$ cat src/rtl/fifo_pkg.sv
// Shared types and helpers for the FIFO and its stream-side companions.
// Imported by the reader and its buffer.
package fifo_pkg;

  localparam int DATA_W_DEF = 8;

  // Width needed to hold a count of 0..depth inclusive.
  function automatic int cnt_w(input int depth);
    return $clog2(depth) + 1;
  endfunction

  typedef struct packed {
    logic                  valid;
    logic [DATA_W_DEF-1:0] data;
  } stream_t;

endpackage

$ cat src/rtl/fifo_stream_buf.sv
// Small register-file buffer between the FIFO read port and the stream.
// Write on in-flight capture, read on stream transfer.
module fifo_stream_buf
  import fifo_pkg::*;
#(
  parameter int DATA_WIDTH = DATA_W_DEF,
  parameter int BUF_DEPTH  = 2
) (
  input  logic                          clk,
  input  logic                          reset_n,
  input  logic                          wr_en_i,
  input  logic [DATA_WIDTH-1:0]         wr_data_i,
  input  logic                          rd_en_i,
  output logic [cnt_w(BUF_DEPTH)-1:0]   occ_o,
  output logic [DATA_WIDTH-1:0]         head_o
);

  localparam int OW = cnt_w(BUF_DEPTH);
  localparam int PW = (BUF_DEPTH > 1) ? $clog2(BUF_DEPTH) : 1;

  logic [DATA_WIDTH-1:0] mem_q [BUF_DEPTH];
  logic [PW-1:0]         wptr_q, wptr_d;
  logic [PW-1:0]         rptr_q, rptr_d;
  logic [OW-1:0]         occ_q, occ_d;

  function automatic logic [PW-1:0] nxt(
    input logic [PW-1:0] p
  );
    if (p == PW'(BUF_DEPTH - 1)) return '0;
    return p + 1'b1;
  endfunction

  // Next pointers and occupancy; wrap at BUF_DEPTH.
  always_comb begin
    wptr_d = wr_en_i ? nxt(wptr_q) : wptr_q;
    rptr_d = rd_en_i ? nxt(rptr_q) : rptr_q;
    occ_d  = occ_q;
    unique case (1'b1)
      wr_en_i && !rd_en_i: occ_d = occ_q + 1'b1;
      rd_en_i && !wr_en_i: occ_d = occ_q - 1'b1;
      default:             occ_d = occ_q;
    endcase
  end

  // Storage, pointers and occupancy registers.
  always_ff @(posedge clk or negedge reset_n) begin
    if (!reset_n) begin
      for (int i = 0; i < BUF_DEPTH; i++) begin
        mem_q[i] <= '0;
      end
      wptr_q <= '0;
      rptr_q <= '0;
      occ_q  <= '0;
    end else begin
      if (wr_en_i) begin
        mem_q[wptr_q] <= wr_data_i;
      end
      wptr_q <= wptr_d;
      rptr_q <= rptr_d;
      occ_q  <= occ_d;
    end
  end

  assign occ_o  = occ_q;
  assign head_o = mem_q[rptr_q];

endmodule

$ cat src/rtl/fifo_stream_reader.sv
// Drains the FIFO pop port into a valid/ready stream.
// Issue logic, in-flight tracking and the transfer counter.
module fifo_stream_reader
  import fifo_pkg::*;
#(
  parameter int DATA_WIDTH = DATA_W_DEF,
  parameter int BUF_DEPTH  = 2,
  parameter int CNT_WIDTH  = 16
) (
  input  logic                        clk,
  input  logic                        reset_n,
  input  logic                        fifo_empty,
  input  logic [DATA_WIDTH-1:0]       fifo_data,
  output logic                        fifo_rd_en,
  output logic                        m_valid,
  input  logic                        m_ready,
  output logic [DATA_WIDTH-1:0]       m_data,
  output logic [cnt_w(BUF_DEPTH)-1:0] level,
  output logic [CNT_WIDTH-1:0]        delivered
);

  localparam int OW = cnt_w(BUF_DEPTH);

  logic                 inflight_q;
  logic [CNT_WIDTH-1:0] dlv_q, dlv_d;
  logic [OW-1:0]        occ;
  logic [OW:0]          demand;
  logic                 pop;

  // Issue a pop only when the word is sure to have a slot on arrival.
  always_comb begin
    pop    = m_valid && m_ready;
    demand = {1'b0, occ}
           + (OW+1)'(inflight_q)
           - (OW+1)'(pop);
    fifo_rd_en = reset_n
              && !fifo_empty
              && (demand < (OW+1)'(BUF_DEPTH));
    dlv_d  = pop ? dlv_q + 1'b1 : dlv_q;
  end

  // In-flight flag tracks last cycle's pop; counter wraps naturally.
  always_ff @(posedge clk or negedge reset_n) begin
    if (!reset_n) begin
      inflight_q <= 1'b0;
      dlv_q      <= '0;
    end else begin
      inflight_q <= fifo_rd_en;
      dlv_q      <= dlv_d;
    end
  end

  fifo_stream_buf #(
    .DATA_WIDTH (DATA_WIDTH),
    .BUF_DEPTH  (BUF_DEPTH)
  ) u_buf (
    .clk       (clk),
    .reset_n   (reset_n),
    .wr_en_i   (inflight_q),
    .wr_data_i (fifo_data),
    .rd_en_i   (pop),
    .occ_o     (occ),
    .head_o    (m_data)
  );

  assign m_valid   = (occ != '0);
  assign level     = occ + OW'(inflight_q);
  assign delivered = dlv_q;

endmodule

$ cat config.mk
export PLATFORM = sky130hd
export DESIGN_NAME = fifo_stream_reader
export DESIGN_NICKNAME = d
export VERILOG_FILES = /design/src/rtl/fifo_pkg.sv /design/src/rtl/fifo_stream_buf.sv /design/src/rtl/fifo_stream_reader.sv
export SDC_FILE = /design/constraint.sdc
export NUM_CORES = 1
export LEC_CHECK = 0
export BUFFER_PORTS_ARGS = -buffer_cell sky130_fd_sc_hd__clkbuf_2
export CORE_MARGIN = 3
export CORE_UTILIZATION = 52
export CTS_CLUSTER_DIAMETER = 30
export DETAILED_ROUTE_END_ITERATION = 6
export PLACE_DENSITY_LB_ADDON = 0.3
export SLEW_MARGIN = 15
export SYNTH_ARGS = -nofsm -noshare
export SYNTH_HDL_FRONTEND = slang
export SYNTH_SLANG_ARGS = --single-unit
$ cat constraint.sdc
create_clock -name clk -period 2.3 [get_ports clk]
set_input_delay 0.46 -clock clk [delete_from_list [all_inputs] [get_ports clk]]
set_output_delay 0.46 -clock clk [all_outputs]
set_load 0.02 [all_outputs]
## Word-level counts from Yosys, hierarchy flattened

Cells that the tools add are included.

| storage, ports and cells | value |
|---|---|
| register bits | 37 |
| latch bits | 0 |
| RAM bits | 0 |
| memory bits (read-only) | 0 |
| input bits | 12 |
| output and inout bits | 28 |
| word-level logic and storage cells | 45 |
| memories | 0 |

| cells by class | value |
|---|---|
| add/sub/neg operators | 8 |
| $mul | 0 |
| div/mod/pow operators | 0 |
| $lt $le $gt $ge | 4 |
| eq/ne operators | 0 |
| shift operators | 0 |
| muxes and demuxes | 13 |
| bitwise operators | 2 |
| reductions and logical operators | 11 |

Operator list:

| kind | number |
|---|---|
| two-way mux 8 bit | 4 |
| adder 16 x 1 -> 16 bit, second input constant | 1 |
| bitwise mux 16 bit | 1 |
| demux 8 bit (select 1 bit) | 1 |
| logical AND 1 bit | 6 |
| two-way mux 1 bit | 6 |
| >= comparator 2 bit, second input constant | 2 |
| inverter 1 -> 2 bit | 2 |
| case mux 2 bit (2 select lines) | 1 |
| nonzero test 2 bit | 2 |
| adder 2 x 1 -> 3 bit | 1 |
| logical NOT 1 bit | 3 |
| < comparator 3 x 2 -> 1 bit, second input constant | 1 |
| subtractor 3 x 1 -> 3 bit | 1 |
| adder 1 bit, second input constant | 2 |
| adder 2 x 1 -> 2 bit | 1 |
| adder 2 x 1 -> 2 bit, second input constant | 1 |
| < comparator 2 x 1 -> 1 bit, second input constant | 1 |
| subtractor 2 x 1 -> 2 bit, second input constant | 1 |

## Longest topological paths before layout

Gate-level depths: netlist of the first run.

| logic depth | value |
|---|---|
| depth after elaboration | 6 |
| gate-level depth with buffers | 8 |
| gate-level depth less buffers | 7 |

## Modules after synthesis

From an unflattened synthesis of the first run, not the netlist that was laid out.

| unflattened totals | value |
|---|---|
| cell total of the unflattened synthesis | 127 |
| area total of the unflattened synthesis | 1696.6 um^2 |

Modules (own cells, without submodules):

| module | instances | cells each | area each (um^2) | seq. area each (um^2) |
|---|---|---|---|---|
| fifo_stream_buf | 1 | 55 | 857.1 | 500.5 |
| fifo_stream_reader | 1 | 72 | 839.6 | 425.4 |

## Least setup slack after synthesis of the first run

OpenSTA, ideal clock, no wires.

| path | value |
|---|---|
| path type | register to output |
| start | reg u_buf.occ_q[1], in the netlist u_buf.occ_o[1] |
| end | out fifo_rd_en |
| arrival time | 2004 ps |
| required time | 1840 ps |
| path slack | -164 ps |
| cell stages (with the launch flop) | 9 |
| path buffers | 1 |
| cell sequence | dfrtp_1 -> buf_4 -> nand2_1 -> nor2_1 -> a21oi_1 -> nand2b_1 -> fa_1 -> xor2_1 -> nor3_1 |

| on the way | value |
|---|---|
| word-level cells in the longest chain between the ends | 5 |
| elaborated cells on any way between the ends | 6 |
| those cells by class | add/sub (2); order compare (1); reduce/logical (3) |

Ends and longest elaborated chain:

| item | RTL line | source |
|---|---|---|
| start, declared | fifo_stream_buf.sv:24 | `logic [OW-1:0] occ_q, occ_d;` |
| start signal, assigned | fifo_stream_buf.sv:53 | `occ_q <= '0;` |
| start signal, assigned | fifo_stream_buf.sv:60 | `occ_q <= occ_d;` |
| parallel branches: the longest is 2 deep, another holds adder 2 x 1 -> 3 bit | n/a |  |
| subtractor 3 x 1 -> 3 bit (*) | fifo_stream_reader.sv:35 | `- (OW+1)'(pop);` |
| < comparator 3 x 2 -> 1 bit (*) | fifo_stream_reader.sv:38 | `&& (demand < (OW+1)'(BUF_DEPTH));` |
| logical AND 1 bit (*) | fifo_stream_reader.sv:38 |  |
| end, declared | fifo_stream_reader.sv:14 | `output logic fifo_rd_en,` |

Every way passes the cells marked *.

## Worst setup path after layout of the first run

Ends and elaborated chain as after synthesis.

==> report_table.html, run 1 <==
<table>
<tr><th>Metric</th><th>Value</th></tr>
<tr><th colspan="2">Die</th></tr>
<tr><td>Initial cell density of the core</td><td>a little under three fifths</td></tr>
<tr><td>Num rows</td><td>20</td></tr>
<tr><td>Core footprint</td><td>3080 µm²</td></tr>
<tr><td>Horizontal extent of the die</td><td>between 60 and 70 µm</td></tr>
<tr><td>Die footprint</td><td>between 3000 and 4000 µm²</td></tr>
<tr><td>Number of placed I/O pins</td><td>40</td></tr>
<tr><td>Floorplan die height</td><td>63.1 µm</td></tr>
<tr><th colspan="2">Final layout</th></tr>
<tr><td>Number of nets in the finished design</td><td>~200</td></tr>
<tr><td>Number of filler cells placed in the layout</td><td>259</td></tr>
<tr><td>Area added between synthesis and finish</td><td>22.8%</td></tr>
<tr><td>Layout cell share with drive strength beyond 1</td><td>approximately half</td></tr>
<tr><td>Final instance area</td><td>~2100 µm²</td></tr>
<tr><td>Total inserted antenna cells</td><td>0</td></tr>
<tr><th colspan="2">Route</th></tr>
<tr><td>Initial DRT Pass Iterations</td><td>4</td></tr>
<tr><td>DRC violations left</td><td>0</td></tr>
<tr><td>Initial DRC count</td><td>30</td></tr>
<tr><td>Mean number of vias per cell</td><td>5.06</td></tr>
<tr><td>Number of antenna-violating nets in the routed design</td><td>0</td></tr>
<tr><td>Total routed wirelength</td><td>slightly above 3000 µm</td></tr>
<tr><td>Routed len/inst</td><td>between 10 and 15 µm</td></tr>
<tr><td>Via Count</td><td>roughly 1100</td></tr>
<tr><th colspan="2">Timing</th></tr>
<tr><td>Highest Clock Rate</td><td>~0.41 GHz</td></tr>
<tr><td>Worst Slack Setup Final</td><td>-0.114 ns</td></tr>
<tr><td>Clock Skews</td><td>0.0105 ns</td></tr>
<tr><td>Minimum hold slack</td><td>approximately 0.24 ns</td></tr>
<tr><td>Transition time of the tightest slew-check pin</td><td>between 0.4 and 0.5 ns</td></tr>
<tr><td>Worst slew margin</td><td>between 70% and 80%</td></tr>
<tr><td>Final setup TNS</td><td>-0.114 ns</td></tr>
<tr><td>Number of hold-slack violations in the final timing report</td><td>0</td></tr>
<tr><td>Setup repair after global routing missed its margin</td><td>true</td></tr>
<tr><td>Shortest clock period the worst path allows after layout</td><td>roughly 2.4 ns</td></tr>
<tr><td>Post-route clock period utilization</td><td>105%</td></tr>
<tr><td>Final Max Slew Viols</td><td>0</td></tr>
<tr><td>Number of failing setup endpoints in the final timing report</td><td>1</td></tr>
<tr><th colspan="2">Logic synthesis</th></tr>
<tr><td>Cell taking the most area after synthesis</td><td>sky130_fd_sc_hd__dfrtp_1</td></tr>
<tr><td>Synthesized-area fraction occupied by adder cells</td><td>around 2.7%</td></tr>
<tr><td>Share of the synthesized netlist area taken by xor and xnor gates</td><td>~10%</td></tr>
<tr><td>Mux share of post-synthesis cell area</td><td>approximately 17%</td></tr>
<tr><td>Sequential area share after synthesis</td><td>54.7%</td></tr>
<tr><td>Top area cells in the synthesized netlist</td><td>sky130_fd_sc_hd__dfrtp_1, sky130_fd_sc_hd__mux2_2, sky130_fd_sc_hd__xnor2_1, sky130_fd_sc_hd__xor2_1, sky130_fd_sc_hd__nand3_1</td></tr>
<tr><td>Net count after synthesis</td><td>about 140</td></tr>
<tr><td>Total of flip-flops plus latches after synthesis</td><td>37</td></tr>
<tr><td>Most frequent cells after synthesis</td><td>sky130_fd_sc_hd__dfrtp_1, sky130_fd_sc_hd__mux2_2, sky130_fd_sc_hd__xnor2_1, sky130_fd_sc_hd__nand2_1, sky130_fd_sc_hd__nand3_1</td></tr>
<tr><td>Most common flop cell mapped by yosys</td><td>sky130_fd_sc_hd__dfrtp_1</td></tr>
<tr><td>Synth Area in Compound Gates</td><td>under 10%</td></tr>
<tr><td>Count of synthesis-stage warnings from yosys</td><td>0</td></tr>
<tr><td>Post-synth EDFFs</td><td>0</td></tr>
<tr><td>Average instance area after synthesis</td><td>about 13 µm²</td></tr>
<tr><td>Post-synthesis cell type count</td><td>29</td></tr>
<tr><td>Dominant combinational cell family by area after synthesis</td><td>multiplexers</td></tr>
<tr><td>Post-synthesis simple-gate area fraction</td><td>11.2%</td></tr>
<tr><td>Number of instances in the synthesized netlist</td><td>128</td></tr>
<tr><td>Share of synthesized flip-flops with an asynchronous set or reset</td><td>100%</td></tr>
<tr><td>Proportion of netlist area held by the largest area contributor</td><td>a little over half</td></tr>
<tr><td>Area of the mapped netlist</td><td>~1700 µm²</td></tr>
<tr><td>Most frequent cell after synthesis</td><td>sky130_fd_sc_hd__dfrtp_1</td></tr>
<tr><th colspan="2">Setup path</th></tr>
<tr><td>Slowest cell delay on critical path</td><td>0.52 ns</td></tr>
<tr><td>Cell-by-cell listing of the critical path</td><td>nand2_1 &gt; nor2_2 &gt; a21oi_2 &gt; nand2b_4 &gt; fa_2 &gt; nand2_2 &gt; nor3_2 &gt; buf_4</td></tr>
<tr><td>R2R cell count</td><td>6</td></tr>
<tr><td>Endpoint kind of the worst setup timing path</td><td>output port</td></tr>
<tr><td>RR Startpoint</td><td>u_buf.occ_o[0]$_DFFE_PN0P_</td></tr>
<tr><td>Critical Path RT</td><td>between 1.5 and 2 ns</td></tr>
<tr><td>Cell type group with the largest total delay on the critical path</td><td>simple AND/OR/NAND/NOR gates</td></tr>
<tr><td>Register-to-register path setup slack</td><td>between 0.7 and 0.8 ns</td></tr>
<tr><td>Max FO, Critical Path</td><td>2</td></tr>
<tr><td>Max stage delay cell, worst path</td><td>sky130_fd_sc_hd__fa_2</td></tr>
<tr><td>WP buf/inv</td><td>1</td></tr>
<tr><td>Reg2Reg Capture Point</td><td>delivered[7]$_DFFE_PN0P_</td></tr>
<tr><td>Arr. time, crit path</td><td>about 2.0 ns</td></tr>
<tr><td>Startpoint Class</td><td>flop</td></tr>
<tr><td>Crit path kind</td><td>flop to output port</td></tr>
<tr><th colspan="2">Pwr</th></tr>
<tr><td>Pleak</td><td>slightly above 1 nW</td></tr>
<tr><td>Worst supply voltage drop on vdd</td><td>roughly 670 µV</td></tr>
<tr><td>Total power</td><td>between 0.002 and 0.0025 W</td></tr>
<tr><td>Cell area power density</td><td>1170 nW/µm²</td></tr>
<tr><th colspan="2">Clock tree</th></tr>
<tr><td>TritonCTS Sinks</td><td>37</td></tr>
<tr><td>Clock insertion delay at the later pin of the skew report</td><td>~0.32 ns</td></tr>
<tr><td>Clock root buffer</td><td>sky130_fd_sc_hd__clkbuf_4</td></tr>
<tr><td>CTS tree</td><td>done</td></tr>
<tr><td>Number of buffers created by CTS</td><td>5</td></tr>
<tr><td>Buffer depth of the longest clock path</td><td>2</td></tr>
<tr><td>Level count of the clock H-tree</td><td>2</td></tr>
<tr><td>Post-CTS Hold Fix Bufs</td><td>0</td></tr>
<tr><td>Clk pin slew, worst setup/hold paths</td><td>0.11 ns</td></tr>
<tr><th colspan="2">Placed design</th></tr>
<tr><td>Placed cell areas</td><td>roughly 2000 µm²</td></tr>
<tr><td>Worst slack at placement</td><td>-0.0893 ns</td></tr>
<tr><td>Buffers added on ports</td><td>39</td></tr>
<tr><td>Half-perimeter wire length after placement</td><td>2310 µm</td></tr>
<tr><td>Routability congestion estimate</td><td>0.731</td></tr>
<tr><th colspan="2">Outcome</th></tr>
<tr><td>Outcome</td><td>complete, but fails checks</td></tr>
<tr><td>Violated checks</td><td>negative setup slack</td></tr>
<tr><th colspan="2">GRT</th></tr>
<tr><td>Wire length of the first global-routing pass</td><td>about 5700 µm</td></tr>
<tr><td>Pin count of the biggest net entering global routing</td><td>38</td></tr>
<tr><td>Number of antenna violations at the first check in global routing</td><td>0</td></tr>
<tr><td>Overall track demand over capacity in global routing</td><td>between 10% and 20%</td></tr>
<tr><td>Total congestion overflow after global routing</td><td>0</td></tr>
<tr><td>Via count of the first global-routing pass</td><td>1306</td></tr>
<tr><th colspan="2">Job</th></tr>
<tr><td>Max-cap violation count</td><td>0</td></tr>
<tr><th colspan="2">Worst hold path</th></tr>
<tr><td>Path type of the worst min-delay path</td><td>input port to asynchronous set/reset pin</td></tr>
</table>
-- layout make-up --
| type | instances | area (µm²) | share of cell area [%] |
|---|---|---|---|
| Multi-Input combinational cell | 85 | 749 | 36.0 |
| Timing Repair Buffer | 50 | 280 | 13.5 |
| Inverter | 2 | 21.3 | 1.02 |
| Clock buffer | 8 | 48.8 | 2.35 |
| Tap cell | 44 | 55.1 | 2.65 |
| Sequential cell | 37 | 926 | 44.5 |
-- cell families after synthesis --
group,Yosys count
buffers and inverters,6
muxes,25
and+or+nand+nor,32
adders and majority gates,3
xor gates and xnor gates,20
AOI/OAI and AO/OA,5
DFF,37
-- where the power goes --
group | leakage [nW] | switching (W) | internal [W] | total, W
Combinational | 0.545 | 0.000532 | 0.000549 | 0.00108
Clock | 0.0265 | 0.000188 | 0.000122 | 0.000310
Sequential | 0.466 | 0.000173 | 0.000868 | 0.00104
Total | 1.04 | 0.000893 | 0.00154 | 0.00243
-- registers in the layout (all words and copies together), names as in the netlist --
signal,cells
inflight_q,1
u_buf.wptr_q,1
delivered,16
u_buf.occ_o,2
u_buf.rptr_q,1
u_buf.mem_q,16
-- worst max path at each step --
stage,from,endpoint,slack [ns],cells after the start
global route,u_buf.occ_o[1]$_DFFE_PN0P_,fifo_rd_en,-0.23,8
detailed placement,m_ready,fifo_rd_en,-0.09,9
finish,u_buf.occ_o[1]$_DFFE_PN0P_,fifo_rd_en,-0.11,8
CTS,u_buf.occ_o[1]$_DFFE_PN0P_,fifo_rd_en,-0.15,8
global placement,m_ready,fifo_rd_en,-0.007,9
floorplan,u_buf.occ_o[1]$_DFFE_PN0P_,fifo_rd_en,0.01,8
-- metal layers --
metal	wire, µm	track usage, %
met1	1340	20.9
met2	1580	32.8
met3	115	4.46
met4	0	2.48
met5	0	0
-- stage by stage --
stage / utilization, % / cells
floorplan: - / 128
global placement: 64.3 / 214
detailed placement: 64.3 / 214
CTS: 67.6 / 226
global route: 67.6 / 226
finish: 67.6 / 226
-- placed cells by master, fill, tap and decap left out, types with 2 or more instances in the layout --
| master | Yosys | routed |
|---|---|---|
| sky130_fd_sc_hd__clkbuf_4 | 0 | 5 |
| sky130_fd_sc_hd__nand4_1 | 2 | 2 |
| sky130_fd_sc_hd__xor2_1 | 5 | 5 |
| sky130_fd_sc_hd__dfrtp_1 | 37 | 37 |
| sky130_fd_sc_hd__a21oi_1 | 3 | 2 |
| sky130_fd_sc_hd__nand2_1 | 7 | 6 |
| sky130_fd_sc_hd__xnor2_1 | 15 | 15 |
| sky130_fd_sc_hd__ha_1 | 2 | 2 |
| sky130_fd_sc_hd__mux2_1 | 2 | 2 |
| sky130_fd_sc_hd__clkbuf_1 | 1 | 3 |
| sky130_fd_sc_hd__clkbuf_2 | 0 | 38 |
| sky130_fd_sc_hd__mux2_2 | 23 | 23 |
| sky130_fd_sc_hd__nand3_1 | 7 | 7 |
| sky130_fd_sc_hd__buf_4 | 1 | 12 |
| sky130_fd_sc_hd__and3_1 | 4 | 4 |
-- repair_timing --
action / in CTS / in global routing
cloned: 0 / 0
setup endpoints to repair: 1 / 1
pin swaps: 2 / 0
setup buffers: 4 / 0
resized for setup: 6 / 1
hold endpoints to repair: 0 / 0
(Power assumes the default switching activity.)
==> run 2: changes to the inputs <==
Settings changed: ABC_AREA from default to 1, CORE_MARGIN 3 to 2, CORE_UTILIZATION 52 to 53, GPL_TIMING_DRIVEN from default to 0.
==> report_table.html, run 2 <==
<table>
<tr><th>Metric</th><th>Value</th></tr>
<tr><th colspan="2">Final layout</th></tr>
<tr><td>Non-filler instance count after layout</td><td>330 (was 226)</td></tr>
<tr><td>Number of filler cells placed in the layout</td><td>274 (was 259)</td></tr>
<tr><td>Number of nets in the finished design</td><td>298 (was 196)</td></tr>
<tr><td>Combined area of the multi-input logic cells</td><td>790 µm² (was 749 µm²)</td></tr>
<tr><td>Most frequent cells in the layout</td><td>sky130_fd_sc_hd__nand2_1, sky130_fd_sc_hd__clkbuf_2, sky130_fd_sc_hd__dfrtp_1 (was sky130_fd_sc_hd__clkbuf_2, sky130_fd_sc_hd__dfrtp_1, sky130_fd_sc_hd__mux2_2)</td></tr>
<tr><td>Most common cell after layout, fill and taps aside</td><td>sky130_fd_sc_hd__nand2_1 (was sky130_fd_sc_hd__clkbuf_2)</td></tr>
<tr><td>Area used by sequential logic in the layout</td><td>928 µm² (was 926 µm²)</td></tr>
<tr><td>Layout cell share with drive strength beyond 1</td><td>30.6% (was 49.5%)</td></tr>
<tr><td>Area added between synthesis and finish</td><td>30.9% (was 22.8%)</td></tr>
<tr><td>Total inserted antenna cells</td><td>0 (unchanged)</td></tr>
<tr><th colspan="2">Timing</th></tr>
<tr><td>Number of failing setup endpoints in the final timing report</td><td>2 (was 1)</td></tr>
<tr><td>Post-route clock period utilization</td><td>116% (was 105%)</td></tr>
<tr><td>Transition time of the tightest slew-check pin</td><td>0.943 ns (was 0.447 ns)</td></tr>
<tr><td>Number of hold-slack violations in the final timing report</td><td>0 (unchanged)</td></tr>
<tr><td>Final Max Slew Viols</td><td>0 (unchanged)</td></tr>
<tr><td>Worst Slack Setup Final</td><td>-0.357 ns (was -0.114 ns)</td></tr>
<tr><td>Clock Skews</td><td>0.0133 ns (was 0.0105 ns)</td></tr>
<tr><td>Worst slew margin</td><td>37.2% (was 70.2%)</td></tr>
<tr><td>Setup repair after global routing missed its margin</td><td>true (unchanged)</td></tr>
<tr><td>Shortest clock period the worst path allows after layout</td><td>2.66 ns (was 2.41 ns)</td></tr>
<tr><td>Highest Clock Rate</td><td>0.376 GHz (was 0.414 GHz)</td></tr>
<tr><td>Final setup TNS</td><td>-0.694 ns (was -0.114 ns)</td></tr>
<tr><th colspan="2">Placed design</th></tr>
<tr><td>Routability congestion estimate</td><td>0.828 (was 0.731)</td></tr>
<tr><td>Half-perimeter wire length after placement</td><td>2430 µm (was 2310 µm)</td></tr>
<tr><td>Buffers added on ports</td><td>39 (unchanged)</td></tr>
<tr><td>Placed cells</td><td>302 (was 214)</td></tr>
<tr><th colspan="2">GRT</th></tr>
<tr><td>Wire length of the first global-routing pass</td><td>6970 µm (was 5700 µm)</td></tr>
<tr><td>Via count of the first global-routing pass</td><td>1568 (was 1306)</td></tr>
<tr><td>Total congestion overflow after global routing</td><td>0 (unchanged)</td></tr>
<tr><td>Overall track demand over capacity in global routing</td><td>22.9% (was 17.7%)</td></tr>
<tr><td>Number of antenna violations at the first check in global routing</td><td>0 (unchanged)</td></tr>
<tr><td>Pin count of the biggest net entering global routing</td><td>39 (was 38)</td></tr>
<tr><th colspan="2">Logic synthesis</th></tr>
<tr><td>Post-synth EDFFs</td><td>0 (unchanged)</td></tr>
<tr><td>Average instance area after synthesis</td><td>8.37 µm² (was 13.2 µm²)</td></tr>
<tr><td>Mux share of post-synthesis cell area</td><td>0.551% (was 16.6%)</td></tr>
<tr><td>Most common flop cell mapped by yosys</td><td>sky130_fd_sc_hd__dfrtp_1 (unchanged)</td></tr>
<tr><td>Number of instances in the synthesized netlist</td><td>217 (was 128)</td></tr>
<tr><td>Most frequent cells after synthesis</td><td>sky130_fd_sc_hd__nand2_1, sky130_fd_sc_hd__dfrtp_1, sky130_fd_sc_hd__inv_1, sky130_fd_sc_hd__o21ai_0, sky130_fd_sc_hd__nand3_1 (was sky130_fd_sc_hd__dfrtp_1, sky130_fd_sc_hd__mux2_2, sky130_fd_sc_hd__xnor2_1, sky130_fd_sc_hd__nand2_1, sky130_fd_sc_hd__nand3_1)</td></tr>
<tr><td>Total of flip-flops plus latches after synthesis</td><td>37 (unchanged)</td></tr>
<tr><td>Proportion of netlist area held by the largest area contributor</td><td>51.0% (was 54.7%)</td></tr>
<tr><td>Synthesized-area fraction occupied by adder cells</td><td>2.48% (was 2.66%)</td></tr>
<tr><td>Post-synthesis cell type count</td><td>25 (was 29)</td></tr>
<tr><td>Most frequent cell after synthesis</td><td>sky130_fd_sc_hd__nand2_1 (was sky130_fd_sc_hd__dfrtp_1)</td></tr>
<tr><td>Share of synthesized flip-flops with an asynchronous set or reset</td><td>100% (unchanged)</td></tr>
<tr><td>Synth Area in Compound Gates</td><td>5.92% (was 1.99%)</td></tr>
<tr><td>Cell taking the most area after synthesis</td><td>sky130_fd_sc_hd__dfrtp_1 (unchanged)</td></tr>
<tr><td>Count of synthesis-stage warnings from yosys</td><td>0 (unchanged)</td></tr>
<tr><td>Net count after synthesis</td><td>232 (was 143)</td></tr>
<tr><td>Post-synthesis simple-gate area fraction</td><td>26.5% (was 11.2%)</td></tr>
<tr><td>Sequential area share after synthesis</td><td>51.0% (was 54.7%)</td></tr>
<tr><td>Top area cells in the synthesized netlist</td><td>sky130_fd_sc_hd__dfrtp_1, sky130_fd_sc_hd__nand2_1, sky130_fd_sc_hd__inv_1, sky130_fd_sc_hd__o21ai_0, sky130_fd_sc_hd__xor2_1 (was sky130_fd_sc_hd__dfrtp_1, sky130_fd_sc_hd__mux2_2, sky130_fd_sc_hd__xnor2_1, sky130_fd_sc_hd__xor2_1, sky130_fd_sc_hd__nand3_1)</td></tr>
<tr><td>Share of the synthesized netlist area taken by xor and xnor gates</td><td>5.79% (was 10.3%)</td></tr>
<tr><td>Area of the mapped netlist</td><td>1820 µm² (was 1690 µm²)</td></tr>
<tr><td>Dominant combinational cell family by area after synthesis</td><td>simple AND/OR/NAND/NOR gates (was multiplexers)</td></tr>
<tr><th colspan="2">Pwr</th></tr>
<tr><td>Cell area power density</td><td>1170 nW/µm² (about the same)</td></tr>
<tr><td>Total power</td><td>0.00278 W (was 0.00243 W)</td></tr>
<tr><td>Pleak</td><td>1.33 nW (was 1.04 nW)</td></tr>
<tr><td>Worst supply voltage drop on vdd</td><td>679 µV (was 668 µV)</td></tr>
<tr><th colspan="2">Setup path</th></tr>
<tr><td>Register-to-register path setup slack</td><td>-0.34 ns (was 0.71 ns)</td></tr>
<tr><td>R2R cell count</td><td>21 (was 6)</td></tr>
<tr><td>Arr. time, crit path</td><td>2.20 ns (was 1.95 ns)</td></tr>
<tr><td>WP buf/inv</td><td>3 (was 1)</td></tr>
<tr><td>Cell type group with the largest total delay on the critical path</td><td>adder cells (was simple AND/OR/NAND/NOR gates)</td></tr>
<tr><td>Critical Path RT</td><td>1.84 ns (about the same)</td></tr>
<tr><td>Most used cell along the critical path</td><td>sky130_fd_sc_hd__nand2_2</td></tr>
<tr><td>Endpoint kind of the worst setup timing path</td><td>output port (unchanged)</td></tr>
<tr><td>Startpoint Class</td><td>flop (unchanged)</td></tr>
<tr><td>Max stage delay cell, worst path</td><td>sky130_fd_sc_hd__fa_1 (was sky130_fd_sc_hd__fa_2)</td></tr>
<tr><td>Slowest cell delay on critical path</td><td>0.51 ns (was 0.52 ns)</td></tr>
<tr><td>Crit path kind</td><td>flop to output port (unchanged)</td></tr>
<tr><td>Number of stages on the worst setup path</td><td>9 (was 8)</td></tr>
<tr><td>Max FO, Critical Path</td><td>2 (unchanged)</td></tr>
<tr><td>Cell-by-cell listing of the critical path</td><td>buf_6 &gt; inv_4 &gt; nand2_4 &gt; o21ai_2 &gt; nand2_2 &gt; fa_1 &gt; nand2_2 &gt; nor3_4 &gt; clkbuf_8 (was nand2_1 &gt; nor2_2 &gt; a21oi_2 &gt; nand2b_4 &gt; fa_2 &gt; nand2_2 &gt; nor3_2 &gt; buf_4)</td></tr>
<tr><th colspan="2">Clock tree</th></tr>
<tr><td>Level count of the clock H-tree</td><td>2 (unchanged)</td></tr>
<tr><td>Clock insertion delay at the later pin of the skew report</td><td>0.35 ns (was 0.32 ns)</td></tr>
<tr><td>CTS tree</td><td>done (unchanged)</td></tr>
<tr><td>Post-CTS Hold Fix Bufs</td><td>0 (unchanged)</td></tr>
<tr><td>Buffer depth of the longest clock path</td><td>2 (unchanged)</td></tr>
<tr><td>Clk pin slew, worst setup/hold paths</td><td>0.11 ns (about the same)</td></tr>
<tr><td>Number of buffers created by CTS</td><td>5 (unchanged)</td></tr>
<tr><td>TritonCTS Sinks</td><td>37 (unchanged)</td></tr>
<tr><td>Clock root buffer</td><td>sky130_fd_sc_hd__clkbuf_4 (unchanged)</td></tr>
<tr><th colspan="2">Route</th></tr>
<tr><td>Initial DRT Pass Iterations</td><td>5 (was 4)</td></tr>
<tr><td>Number of antenna-violating nets in the routed design</td><td>0 (unchanged)</td></tr>
<tr><td>Via Count</td><td>1614 (was 1144)</td></tr>
<tr><td>Initial DRC count</td><td>97 (was 30)</td></tr>
<tr><td>Total routed wirelength</td><td>4020 µm (was 3030 µm)</td></tr>
<tr><td>Mean number of vias per cell</td><td>4.89 (was 5.06)</td></tr>
<tr><td>Routed len/inst</td><td>12.2 µm (was 13.4 µm)</td></tr>
<tr><td>DRC violations left</td><td>0 (unchanged)</td></tr>
<tr><th colspan="2">Die</th></tr>
<tr><td>Number of placed I/O pins</td><td>40 (unchanged)</td></tr>
<tr><td>Initial cell density of the core</td><td>54.9% (was 55.0%)</td></tr>
<tr><td>Num rows</td><td>21 (was 20)</td></tr>
<tr><td>Core footprint</td><td>3310 µm² (was 3080 µm²)</td></tr>
<tr><td>Die footprint</td><td>3910 µm² (was 3980 µm²)</td></tr>
<tr><td>Horizontal extent of the die</td><td>62.5 µm (was 63.1 µm)</td></tr>
<tr><td>Floorplan die height</td><td>62.5 µm (was 63.1 µm)</td></tr>
<tr><th colspan="2">Worst hold path</th></tr>
<tr><td>Path type of the worst min-delay path</td><td>input port to asynchronous set/reset pin (unchanged)</td></tr>
<tr><th colspan="2">Outcome</th></tr>
<tr><td>Outcome</td><td>complete, but fails checks (unchanged)</td></tr>
<tr><td>Violated checks</td><td>negative setup slack (unchanged)</td></tr>
<tr><th colspan="2">Job</th></tr>
<tr><td>Max-cap violation count</td><td>0 (unchanged)</td></tr>
</table>
run 2: cell types whose count changed after synthesis, sizes merged, moves of 4 or more:
cell,previous run,this run
nand2,7,80
and3,4,0
nor2,1,11
inv,1,30
mux2,25,0
o21ai,1,20
xnor2,15,5
run 2: per-stage QoR:
stage | worst slack (ns) | instance area, µm² | utilization (%) | hold WS [ns]
6_report | -0.357 | 2380 | 71.8 | 0.241
5_1_grt | -0.474 | 2380 | 71.8 | 0.293
4_1_cts | -0.384 | 2360 | 71.2 | 0.255
3_5_place_dp | -0.336 | 2080 | 62.8 | 0.473
3_3_place_gp | -0.330 | 2080 | 62.8 | 0.466
2_1_floorplan | 0.0112 | 1830 | - | 0.164
run 2: path summary, 6_finish.rpt:
| check | startpoint | to |
|---|---|---|
| min in group clk | fifo_data[6] | u_buf.mem_q[14]$_DFFE_PN0P_ |
| worst max-delay path | u_buf.occ_o[0]$_DFFE_PN0P_ | fifo_rd_en |
| max in group asynchronous | reset_n | u_buf.occ_o[0]$_DFFE_PN0P_ |
| worst max register to register | u_buf.occ_o[0]$_DFFE_PN0P_ | u_buf.occ_o[0]$_DFFE_PN0P_ |
| worst min-delay path | reset_n | u_buf.occ_o[1]$_DFFE_PN0P_ |
| worst min register to register | u_buf.mem_q[4]$_DFFE_PN0P_ | u_buf.mem_q[4]$_DFFE_PN0P_ |
run 2: final cells by class:
cell class                      instances  share of cell area (%)
Buffer                                  4                    1.05
Clock buffer                            7                    2.74
Clock inverter                          1                   0.211
Inverter                               31                    5.00
Multi-Input combinational cell        145                    33.2
Sequential cell                        37                    39.1
Tap cell                               46                    2.42
Timing Repair Buffer                   59                    16.3
run 2: where the power goes:
group	switching [W]	total [W]	leakage (nW)	internal, W
clock network	0.000215	0.000392	0.0413	0.000177
logic	0.000810	0.00135	0.825	0.000539
registers	0.000164	0.00104	0.467	0.000872
run 2: timing repair:
| action | in CTS | in global routing |
|---|---|---|
| endpoints found under the hold margin | 0 | 0 |
| gates resized for setup | 21 | 5 |
| setup buffers | 19 | 2 |
| pin swaps | 6 | 3 |
| gates cloned | 0 | 0 |
| endpoints found under the setup margin | 1 | 2 |
run 2: routing by layer:
layer	track usage [%]	routed length, µm	vias to the layer above
met5	0	0	-
met4	10.3	82	0
met3	4.50	226	10
met2	37.9	1990	52
met1	29.3	1720	751
li1	-	-	801
run 2: cells by family (layout without fill, tap and decap cells):
family / after synthesis / in the layout
xor+xnor: 12 / 12
compound gates: 21 / 21
simple gates: 108 / 108
fa+ha+maj: 3 / 3
mux: 1 / 1
flops: 37 / 37
buf+inv: 35 / 102
